===== config.mk =====
export PLATFORM = sky130hd
export DESIGN_NAME = mem_port_arbiter_flat
export DESIGN_NICKNAME = d
export VERILOG_FILES = /design/src/rtl/mem_port_arbiter_if.sv /design/src/rtl/mem_port_arbiter.sv /design/src/flat_wrapper.sv
export SDC_FILE = /design/constraint.sdc
export NUM_CORES = 1
export LEC_CHECK = 0
export ABC_AREA = 0
export CAP_MARGIN = 15
export CORE_ASPECT_RATIO = 1.1
export CORE_MARGIN = 4
export CORE_UTILIZATION = 37
export DETAILED_ROUTE_END_ITERATION = 8
export GPL_TIMING_DRIVEN = 0
export HOLD_SLACK_MARGIN = 0.1
export PLACE_DENSITY = 0.88
export SLEW_MARGIN = 10
export SYNTH_ARGS = -nofsm -noshare
export SYNTH_HDL_FRONTEND = slang
export SYNTH_SLANG_ARGS = --single-unit

===== constraint.sdc =====
create_clock -name clk -period 3.1 [get_ports clk]
set_input_delay 0.465 -clock clk [delete_from_list [all_inputs] [get_ports clk]]
set_output_delay 0.465 -clock clk [all_outputs]
set_load 0.05 [all_outputs]

===== src/rtl/mem_port_arbiter_if.sv =====
// Fetch-stage, memory-stage and memory-side signals of the shared memory port.
// The master view belongs to the arbiter; the slave view belongs to the core and memory.
interface mem_port_arbiter_if;
    // fetch stage
    logic        IReqF;
    logic [31:0] PCF;
    logic [31:0] InstrF;
    logic        IAckF;
    logic        StallMemF;
    // memory stage
    logic        MemReadM;
    logic        MemWriteM;
    logic        MemByteM;
    logic [31:0] ALUOutM;
    logic [31:0] WriteDataM;
    logic [31:0] ReadDataM;
    logic        DAckM;
    logic        StallMemM;
    // memory
    logic        mem_req;
    logic        mem_we;
    logic [31:0] mem_addr;
    logic [3:0]  mem_be;
    logic [31:0] mem_wdata;
    logic [31:0] mem_rdata;
    logic        mem_ready;

    modport master (
        input  IReqF, PCF, MemReadM, MemWriteM, MemByteM, ALUOutM, WriteDataM,
        input  mem_rdata, mem_ready,
        output InstrF, IAckF, StallMemF, ReadDataM, DAckM, StallMemM,
        output mem_req, mem_we, mem_addr, mem_be, mem_wdata
    );

    modport slave (
        output IReqF, PCF, MemReadM, MemWriteM, MemByteM, ALUOutM, WriteDataM,
        output mem_rdata, mem_ready,
        input  InstrF, IAckF, StallMemF, ReadDataM, DAckM, StallMemM,
        input  mem_req, mem_we, mem_addr, mem_be, mem_wdata
    );
endinterface


===== src/rtl/mem_port_arbiter.sv =====
// Shares one single-ported, variable-latency memory between instruction fetch and data access.
// Data has priority; a fetch is forced through after STARVE_LIMIT data grants made while it waits.
module mem_port_arbiter #(
    parameter int unsigned STARVE_LIMIT = 4
) (
    input  logic               clk,
    input  logic               reset,
    mem_port_arbiter_if.master bus
);
    localparam logic [3:0] LIMIT = 4'(STARVE_LIMIT);

    typedef enum logic [1:0] {
        IDLE  = 2'd0,
        DATA  = 2'd1,
        INSTR = 2'd2
    } state_e;

    state_e      state_q, state_d;
    logic        mem_req_q, mem_req_d;
    logic        mem_we_q, mem_we_d;
    logic [31:0] mem_addr_q, mem_addr_d;
    logic [3:0]  mem_be_q, mem_be_d;
    logic [31:0] mem_wdata_q, mem_wdata_d;
    logic [3:0]  starve_cnt_q, starve_cnt_d;
    logic [1:0]  byte_off_q, byte_off_d;
    logic        byte_ld_q, byte_ld_d;

    logic        dreq;
    logic        fetch_wins;
    logic        fetch_grant;
    logic        data_grant;
    logic        byte_store;
    logic [7:0]  sel_byte;

    assign dreq        = bus.MemReadM | bus.MemWriteM;
    // At the starvation limit a waiting fetch overrides the normal data-first priority.
    assign fetch_wins  = bus.IReqF & (~dreq | (starve_cnt_q == LIMIT));
    assign fetch_grant = (state_q == IDLE) & fetch_wins;
    assign data_grant  = (state_q == IDLE) & dreq & ~fetch_wins;
    assign byte_store  = bus.MemWriteM & bus.MemByteM;

    // State and request registers
    always_ff @(posedge clk or posedge reset) begin
        if (reset) begin
            state_q      <= IDLE;
            mem_req_q    <= 1'b0;
            mem_we_q     <= 1'b0;
            mem_addr_q   <= 32'h0;
            mem_be_q     <= 4'h0;
            mem_wdata_q  <= 32'h0;
            starve_cnt_q <= 4'h0;
            byte_off_q   <= 2'b00;
            byte_ld_q    <= 1'b0;
        end else begin
            // NOTE: non-blocking assignments so every register samples the pre-edge values.
            state_q      <= state_d;
            mem_req_q    <= mem_req_d;
            mem_we_q     <= mem_we_d;
            mem_addr_q   <= mem_addr_d;
            mem_be_q     <= mem_be_d;
            mem_wdata_q  <= mem_wdata_d;
            starve_cnt_q <= starve_cnt_d;
            byte_off_q   <= byte_off_d;
            byte_ld_q    <= byte_ld_d;
        end
    end

    // Next-state logic
    always_comb begin
        // NOTE: default first so no path leaves state_d unassigned and infers a latch.
        state_d = state_q;
        unique case (state_q)
            IDLE: begin
                if (fetch_grant) begin
                    state_d = INSTR;
                end else if (data_grant) begin
                    state_d = DATA;
                end
            end
            DATA, INSTR: begin
                if (bus.mem_ready) begin
                    state_d = IDLE;
                end
            end
            default: state_d = IDLE;
        endcase
    end

    // Request capture at grant time and starvation bookkeeping
    always_comb begin
        mem_req_d    = mem_req_q;
        mem_we_d     = mem_we_q;
        mem_addr_d   = mem_addr_q;
        mem_be_d     = mem_be_q;
        mem_wdata_d  = mem_wdata_q;
        starve_cnt_d = starve_cnt_q;
        byte_off_d   = byte_off_q;
        byte_ld_d    = byte_ld_q;

        if (state_q == IDLE) begin
            mem_req_d = fetch_grant | data_grant;
        end else if (bus.mem_ready) begin
            mem_req_d = 1'b0;
        end

        if (fetch_grant) begin
            mem_we_d    = 1'b0;
            mem_addr_d  = bus.PCF & 32'hFFFF_FFFC;
            mem_be_d    = 4'hF;
            mem_wdata_d = 32'h0;
            byte_ld_d   = 1'b0;
        end else if (data_grant) begin
            mem_we_d    = bus.MemWriteM;
            mem_addr_d  = bus.ALUOutM & 32'hFFFF_FFFC;
            mem_be_d    = byte_store ? (4'b0001 << bus.ALUOutM[1:0]) : 4'hF;
            mem_wdata_d = byte_store ? {4{bus.WriteDataM[7:0]}} : bus.WriteDataM;
            byte_off_d  = bus.ALUOutM[1:0];
            byte_ld_d   = ~bus.MemWriteM & bus.MemByteM;
        end

        // Counts data grants that overtook a waiting fetch; saturates at the limit.
        if (state_q == IDLE) begin
            if (fetch_grant || !bus.IReqF) begin
                starve_cnt_d = 4'h0;
            end else if (data_grant && (starve_cnt_q < LIMIT)) begin
                starve_cnt_d = starve_cnt_q + 4'd1;
            end
        end
    end

    always_comb begin
        sel_byte = bus.mem_rdata[7:0];
        unique case (byte_off_q)
            2'd0: sel_byte = bus.mem_rdata[7:0];
            2'd1: sel_byte = bus.mem_rdata[15:8];
            2'd2: sel_byte = bus.mem_rdata[23:16];
            2'd3: sel_byte = bus.mem_rdata[31:24];
            default: sel_byte = bus.mem_rdata[7:0];
        endcase
    end

    // Acks and returned data are combinational from mem_ready in the serving state
    always_comb begin
        bus.IAckF     = 1'b0;
        bus.InstrF    = 32'h0;
        bus.DAckM     = 1'b0;
        bus.ReadDataM = 32'h0;
        unique case (state_q)
            INSTR: begin
                if (bus.mem_ready) begin
                    bus.IAckF  = 1'b1;
                    bus.InstrF = bus.mem_rdata;
                end
            end
            DATA: begin
                if (bus.mem_ready) begin
                    bus.DAckM     = 1'b1;
                    bus.ReadDataM = byte_ld_q ? {24'h0, sel_byte} : bus.mem_rdata;
                end
            end
            default: begin
                bus.IAckF = 1'b0;
                bus.DAckM = 1'b0;
            end
        endcase
        bus.StallMemF = bus.IReqF & ~bus.IAckF;
        bus.StallMemM = dreq & ~bus.DAckM;
    end

    assign bus.mem_req   = mem_req_q;
    assign bus.mem_we    = mem_we_q;
    assign bus.mem_addr  = mem_addr_q;
    assign bus.mem_be    = mem_be_q;
    assign bus.mem_wdata = mem_wdata_q;

endmodule


===== src/flat_wrapper.sv =====
// flat-port wrapper written by rule: the top's interface ports become plain ports
module mem_port_arbiter_flat 
#(
    parameter int unsigned STARVE_LIMIT = 4
)
  (clk, reset, bus_IReqF, bus_PCF, bus_MemReadM, bus_MemWriteM, bus_MemByteM, bus_ALUOutM, bus_WriteDataM, bus_mem_rdata, bus_mem_ready, bus_InstrF, bus_IAckF, bus_StallMemF, bus_ReadDataM, bus_DAckM, bus_StallMemM, bus_mem_req, bus_mem_we, bus_mem_addr, bus_mem_be, bus_mem_wdata);
  mem_port_arbiter_if bus_i ();
  input  logic clk;
  input  logic reset;
  input wire logic [$bits(bus_i.IReqF)-1:0] bus_IReqF;
  input wire logic [$bits(bus_i.PCF)-1:0] bus_PCF;
  input wire logic [$bits(bus_i.MemReadM)-1:0] bus_MemReadM;
  input wire logic [$bits(bus_i.MemWriteM)-1:0] bus_MemWriteM;
  input wire logic [$bits(bus_i.MemByteM)-1:0] bus_MemByteM;
  input wire logic [$bits(bus_i.ALUOutM)-1:0] bus_ALUOutM;
  input wire logic [$bits(bus_i.WriteDataM)-1:0] bus_WriteDataM;
  input wire logic [$bits(bus_i.mem_rdata)-1:0] bus_mem_rdata;
  input wire logic [$bits(bus_i.mem_ready)-1:0] bus_mem_ready;
  output wire logic [$bits(bus_i.InstrF)-1:0] bus_InstrF;
  output wire logic [$bits(bus_i.IAckF)-1:0] bus_IAckF;
  output wire logic [$bits(bus_i.StallMemF)-1:0] bus_StallMemF;
  output wire logic [$bits(bus_i.ReadDataM)-1:0] bus_ReadDataM;
  output wire logic [$bits(bus_i.DAckM)-1:0] bus_DAckM;
  output wire logic [$bits(bus_i.StallMemM)-1:0] bus_StallMemM;
  output wire logic [$bits(bus_i.mem_req)-1:0] bus_mem_req;
  output wire logic [$bits(bus_i.mem_we)-1:0] bus_mem_we;
  output wire logic [$bits(bus_i.mem_addr)-1:0] bus_mem_addr;
  output wire logic [$bits(bus_i.mem_be)-1:0] bus_mem_be;
  output wire logic [$bits(bus_i.mem_wdata)-1:0] bus_mem_wdata;
  assign bus_i.IReqF = bus_IReqF;
  assign bus_i.PCF = bus_PCF;
  assign bus_i.MemReadM = bus_MemReadM;
  assign bus_i.MemWriteM = bus_MemWriteM;
  assign bus_i.MemByteM = bus_MemByteM;
  assign bus_i.ALUOutM = bus_ALUOutM;
  assign bus_i.WriteDataM = bus_WriteDataM;
  assign bus_i.mem_rdata = bus_mem_rdata;
  assign bus_i.mem_ready = bus_mem_ready;
  assign bus_InstrF = bus_i.InstrF;
  assign bus_IAckF = bus_i.IAckF;
  assign bus_StallMemF = bus_i.StallMemF;
  assign bus_ReadDataM = bus_i.ReadDataM;
  assign bus_DAckM = bus_i.DAckM;
  assign bus_StallMemM = bus_i.StallMemM;
  assign bus_mem_req = bus_i.mem_req;
  assign bus_mem_we = bus_i.mem_we;
  assign bus_mem_addr = bus_i.mem_addr;
  assign bus_mem_be = bus_i.mem_be;
  assign bus_mem_wdata = bus_i.mem_wdata;
  mem_port_arbiter #(.STARVE_LIMIT(STARVE_LIMIT)) u_core (.clk(clk), .reset(reset), .bus(bus_i));
endmodule

== Yosys cells after proc, flatten, opt, wreduce, memory -nomap -nowiden ==
Index checks and enable logic that the tools add are counted.
Word-level totals
  memories kept: 0
  RAM bits: 0
  bits in registers: 79
  bits in latches: 0
  memory bits (read-only): 0
Operators by class
  bitwise gates (word level): 17
  muxes and demuxes: 29
  eq/ne operators: 8
  add/sub/neg operators: 1
  shift-type cells: 1
  magnitude comparators: 1
  divide/modulo/power cells: 0
  $mul: 0
  reduce and logical (&&, ||, !) cells: 12
Operators by type and width (number)
  $mux 32: 10
  $pmux 8 s4: 1
  $mux 4: 5
  $mux 1: 9
  $and 1x1->1: 8
  $eq 2x2->1 const B: 3
  $mux 2: 3
  $not 1->1: 6
  $reduce_and 2->1: 3
  $reduce_bool 2->1: 3
  $add 4x1->4 const B: 1
  $eq 2x1->1 const B: 2
  $eq 4x3->1 const B: 1
  $logic_not 2->1: 2
  $lt 4x3->1 const B: 1
  $pmux 2 s2: 1
  $shl 1x2->4 const A: 1
  $ne 3x1->1 const B: 1
  $or 1x1->1: 3
  $ne 2x2->1 const B: 1
  $reduce_or 2->1: 1
  $logic_and 1x1->1: 1
  $logic_not 1->1: 1
  $logic_or 1x1->1: 1

== Depth between registers and ports, before layout ==
  depth in word-level cells: 9
  mapped depth: 7

== Worst setup path before layout ==
OpenSTA, ideal clock, no wires.
  path type: reg2out
  start point: register u_core.state_q[1]
  end point: output bus_ReadDataM[0]
  data arrival time: 2.279 ns
  cell stages (with the launch flop): 7
  path slack: 0.356 ns
  buffers on the path: 1
  required time: 2.635 ns
  cells stage by stage: dfrtp_1 > inv_1 > ha_1 > and2_1 > clkbuf_1 > o21ai_0 > a21oi_1
Between the ends
  word-level cells in the longest chain between the ends: 2
RTL lines
  start: declaration: RTL line mem_port_arbiter.sv:18  | state_e state_q, state_d;
  start signal: assignment: RTL line mem_port_arbiter.sv:56  | state_q <= state_d;
  $eq 2x1->1: RTL line mem_port_arbiter.sv:148  | unique case (state_q)
  $mux 32: RTL line mem_port_arbiter.sv:148
  end: declaration: RTL line flat_wrapper.sv:22  | output wire logic [$bits(bus_i.ReadDataM)-1:0] bus_ReadDataM;
Every way passes these cells.

== Worst setup path in the final report ==
  start point: register u_core.state_q[0]
  end point: output bus_InstrF[7]
Between the ends
  word-level cells in the longest chain between the ends: 2
RTL lines
  $eq 2x2->1: RTL line mem_port_arbiter.sv:148
  $mux 32: RTL line mem_port_arbiter.sv:148
  end: declaration: RTL line flat_wrapper.sv:19  | output wire logic [$bits(bus_i.InstrF)-1:0] bus_InstrF;
Every way passes these cells.

==> metrics.csv <==
metric;value;unit
fin_util;66.8;%
total_power;7610;uW
synth_async_sr_flop_share;100;%
grt_pass1_wl;26800;um
via_per_inst;5.36;
seq_area_frac_synth;46.1;%
htree_levels;3;
syn_area_per_cell;8.62;um2
status;finished, final reports clean;
arrival;2.52;ns
drt_iter0_drc;225;
row_count;40;
fp.dieH;119;um
skew;0.0135;ns
place_congestion;0.908;
slew_headroom;61.9;%
synth-compound-area-share;22.1;%
ys_ff_latch;77;
syn2layout_area_growth;75.9;%
grt_usage;26.4;%
first_pass_iters;6;
pin_count;273;
core_area;11000;um2
clk_latency;0.34;ns
drc;0;
hold_violations;0;
ctsLongestPathBuffers;2;
reg2reg_slack;1.26;ns
yosys_most_used_dff;dfrtp_1;
worst_pin_slew;0.570;ns
cp_cell_sequence;inv_1 > ha_1 > clkbuf_2 > and3_1 > clkdlybuf4s50_1;
fin_hold_ws;0.400;ns
vdd_drop_max;0.619;mV
synth_fa_ha_area_share;1.50;%
min_period;2.98;ns
end_kind;output port;
wire_per_inst;19.1;um
required;2.63;ns
synthMuxAreaShare;3.05;%
yosysUniqueCellTypes;39;
start_kind;flip-flop;
post_dp_cell_area;7070;um2
worstPathBufferInverterCount;3;
dp_hpwl;13800;um
hp-class;in -> async;
layout-drive-gt1-share;11.2;%
stdcell_count;918;
num-nets-final;905;
tritoncts;built;
crit_path_top_delay_cell;clkdlybuf4s50_1;
antenna_found_initial;1;
synth_top_family_by_area;compound AO/OA/AOI/OAI gates;
slew_violations;0;
cap_violations;0;
fmax;335;MHz
final_cell_area;7350;um2
worstSetupPathType;reg -> out;
yosys.area_share.xor_xnor;0;%
synth_simple_gate_area_share;21.3;%
clockRootBuffer;clkbuf_16;
path_delay_family;buffers and inverters;
grt_pass1_vias;5253;
cpPeakStageDelay;0.80;ns
grt_setup_unrepaired;no;
port_buffers;267;
numCtsBuffers;9;
vias;4922;
start_util;38.0;%
wl;17600;um
period_share;96.2;%
synth_edf_count;0;
dieArea;13100;um2
syn_area;4180;um2
grt_start_max_net_pins;65;
setup_violations;0;
fillers;873;
p_per_area;1030;nW/um2
gr-total-overflow;0;
syn-instance-count;485;
postCtsSetupRepairBufs;0;
ant_nets;0;
crit_fanout;10;
placedCellCount;901;
die_w;109;um
synth_warnings;0;
leakage;0.00375;uW
cts.sinks;77;
clk_pin_slew;0.07;ns
==> sequential cells by signal, summed over array words and instances, names as in the netlist <==
register              count
u_core.byte_off_q         2
u_core.starve_cnt_q       4
u_core.bus.mem_we         1
u_core.bus.mem_wdata     32
u_core.bus.mem_be         4
u_core.state_q            2
u_core.byte_ld_q          1
u_core.bus.mem_req        1
u_core.bus.mem_addr      30
==> per-layer routing <==
layer | vias to the layer above | routed length [um] | track usage, %
met5 | - | 0 | 0
met2 | 281 | 8660 | 44.8
li1 | 2242 | - | -
met3 | 66 | 1820 | 8.73
met1 | 2333 | 6140 | 27.8
met4 | 0 | 942 | 15.9
==> cells in the final DEF (no fill, tap or decap), types with 2 or more instances in the layout <==
cell type / instances
clkbuf_2: 27
clkdlybuf4s15_2: 7
clkbuf_1: 10
clkbuf_16: 9
dlymetal6s2s_1: 24
conb_1: 2
o21a_1: 2
buf_2: 16
nand3_1: 2
inv_1: 7
o21ai_0: 27
mux2i_1: 9
nor2b_1: 4
dfrtp_1: 77
a21oi_1: 93
o21ai_1: 5
buf_4: 8
nor2_1: 43
o22a_1: 4
a22o_1: 19
dlygate4sd2_1: 5
inv_6: 3
clkdlybuf4s50_1: 210
ha_1: 5
mux2_2: 2
nand2_1: 58
and2_1: 29
and3_1: 40
==> cells in the mapped netlist, types with 2 or more instances <==
library cell | n | area share (%)
nor2b_1 | 4 | 0.60
and2_1 | 29 | 4.3
mux2i_1 | 9 | 2.2
buf_4 | 8 | 1.4
nor2_1 | 43 | 3.9
ha_1 | 5 | 1.5
o21ai_1 | 5 | 0.60
inv_1 | 8 | 0.72
dfrtp_1 | 77 | 46
buf_2 | 16 | 1.9
nand3_1 | 2 | 0.24
a21oi_1 | 93 | 11
and3_1 | 40 | 6.0
o22a_1 | 4 | 0.84
mux2_2 | 2 | 0.54
nand2_1 | 58 | 5.2
clkbuf_1 | 15 | 1.3
a22o_1 | 19 | 4.0
o21a_1 | 2 | 0.36
o21ai_0 | 27 | 3.2
==> power breakdown <==
part | switching (uW) | leakage (uW) | internal, uW
clock network | 483 | 0.000152 | 645
registers | 253 | 0.000915 | 1470
logic | 3180 | 0.00268 | 1580
==> stage by stage <==
stage | TNS (ns) | setup WS (ns)
2_1_floorplan | 0 | 0.356
3_3_place_gp | -49.43 | -0.552
4_1_cts | 0 | 0.00113
5_1_grt | 0 | 0.0165
3_5_place_dp | -8.06 | -0.328
6_report | 0 | 0.117
==> worst paths after layout <==
| kind | start | endpoint | cells past startpoint |
|---|---|---|---|
| setup / recovery | u_core.state_q[0]$_DFFE_PP0P_ | bus_InstrF[7] | 5 |
| hold / removal | reset | u_core.bus.mem_addr[30]$_DFFE_PP0P_ | 2 |
| setup reg to reg | u_core.state_q[1]$_DFFE_PP0P_ | u_core.byte_off_q[0]$_DFFE_PP0P_ | 6 |
| hold reg to reg | u_core.bus.mem_wdata[27]$_DFFE_PP0P_ | u_core.bus.mem_wdata[27]$_DFFE_PP0P_ | 2 |
| max in group asynchronous | reset | u_core.bus.mem_wdata[29]$_DFFE_PP0P_ | 3 |
| min in group clk | u_core.bus.mem_wdata[27]$_DFFE_PP0P_ | u_core.bus.mem_wdata[27]$_DFFE_PP0P_ | 2 |
==> final cells by class <==
class                   count  area (um2)  area share, %
inverters                   8        32.5          0.442
multi-input cells         360        2010           27.4
clock buffers               9         225           3.06
flip-flops and latches     77        1930           26.2
repair buffers            268        2660           36.1
clock inverters             7        91.3           1.24
diodes                      1        2.50         0.0340
well taps                 147         184           2.50
plain buffers              41         219           2.98
==> cells by family (layout without fill, tap and decap cells) <==
group	after synthesis	count (layout)
and+or+nand+nor	182	182
muxes	12	12
adders and majority gates	5	5
DFF	77	77
AOI/OAI and AO/OA	159	159
other	1	3
buffers and inverters	49	333
==> what timing repair did <==
item                                    in CTS  in global routing
hold buffers                                 0                  0
gates resized for setup                     62                 60
endpoints found under the setup margin      41                 58
No activity file was read; power rests on OpenSTA's default activity.
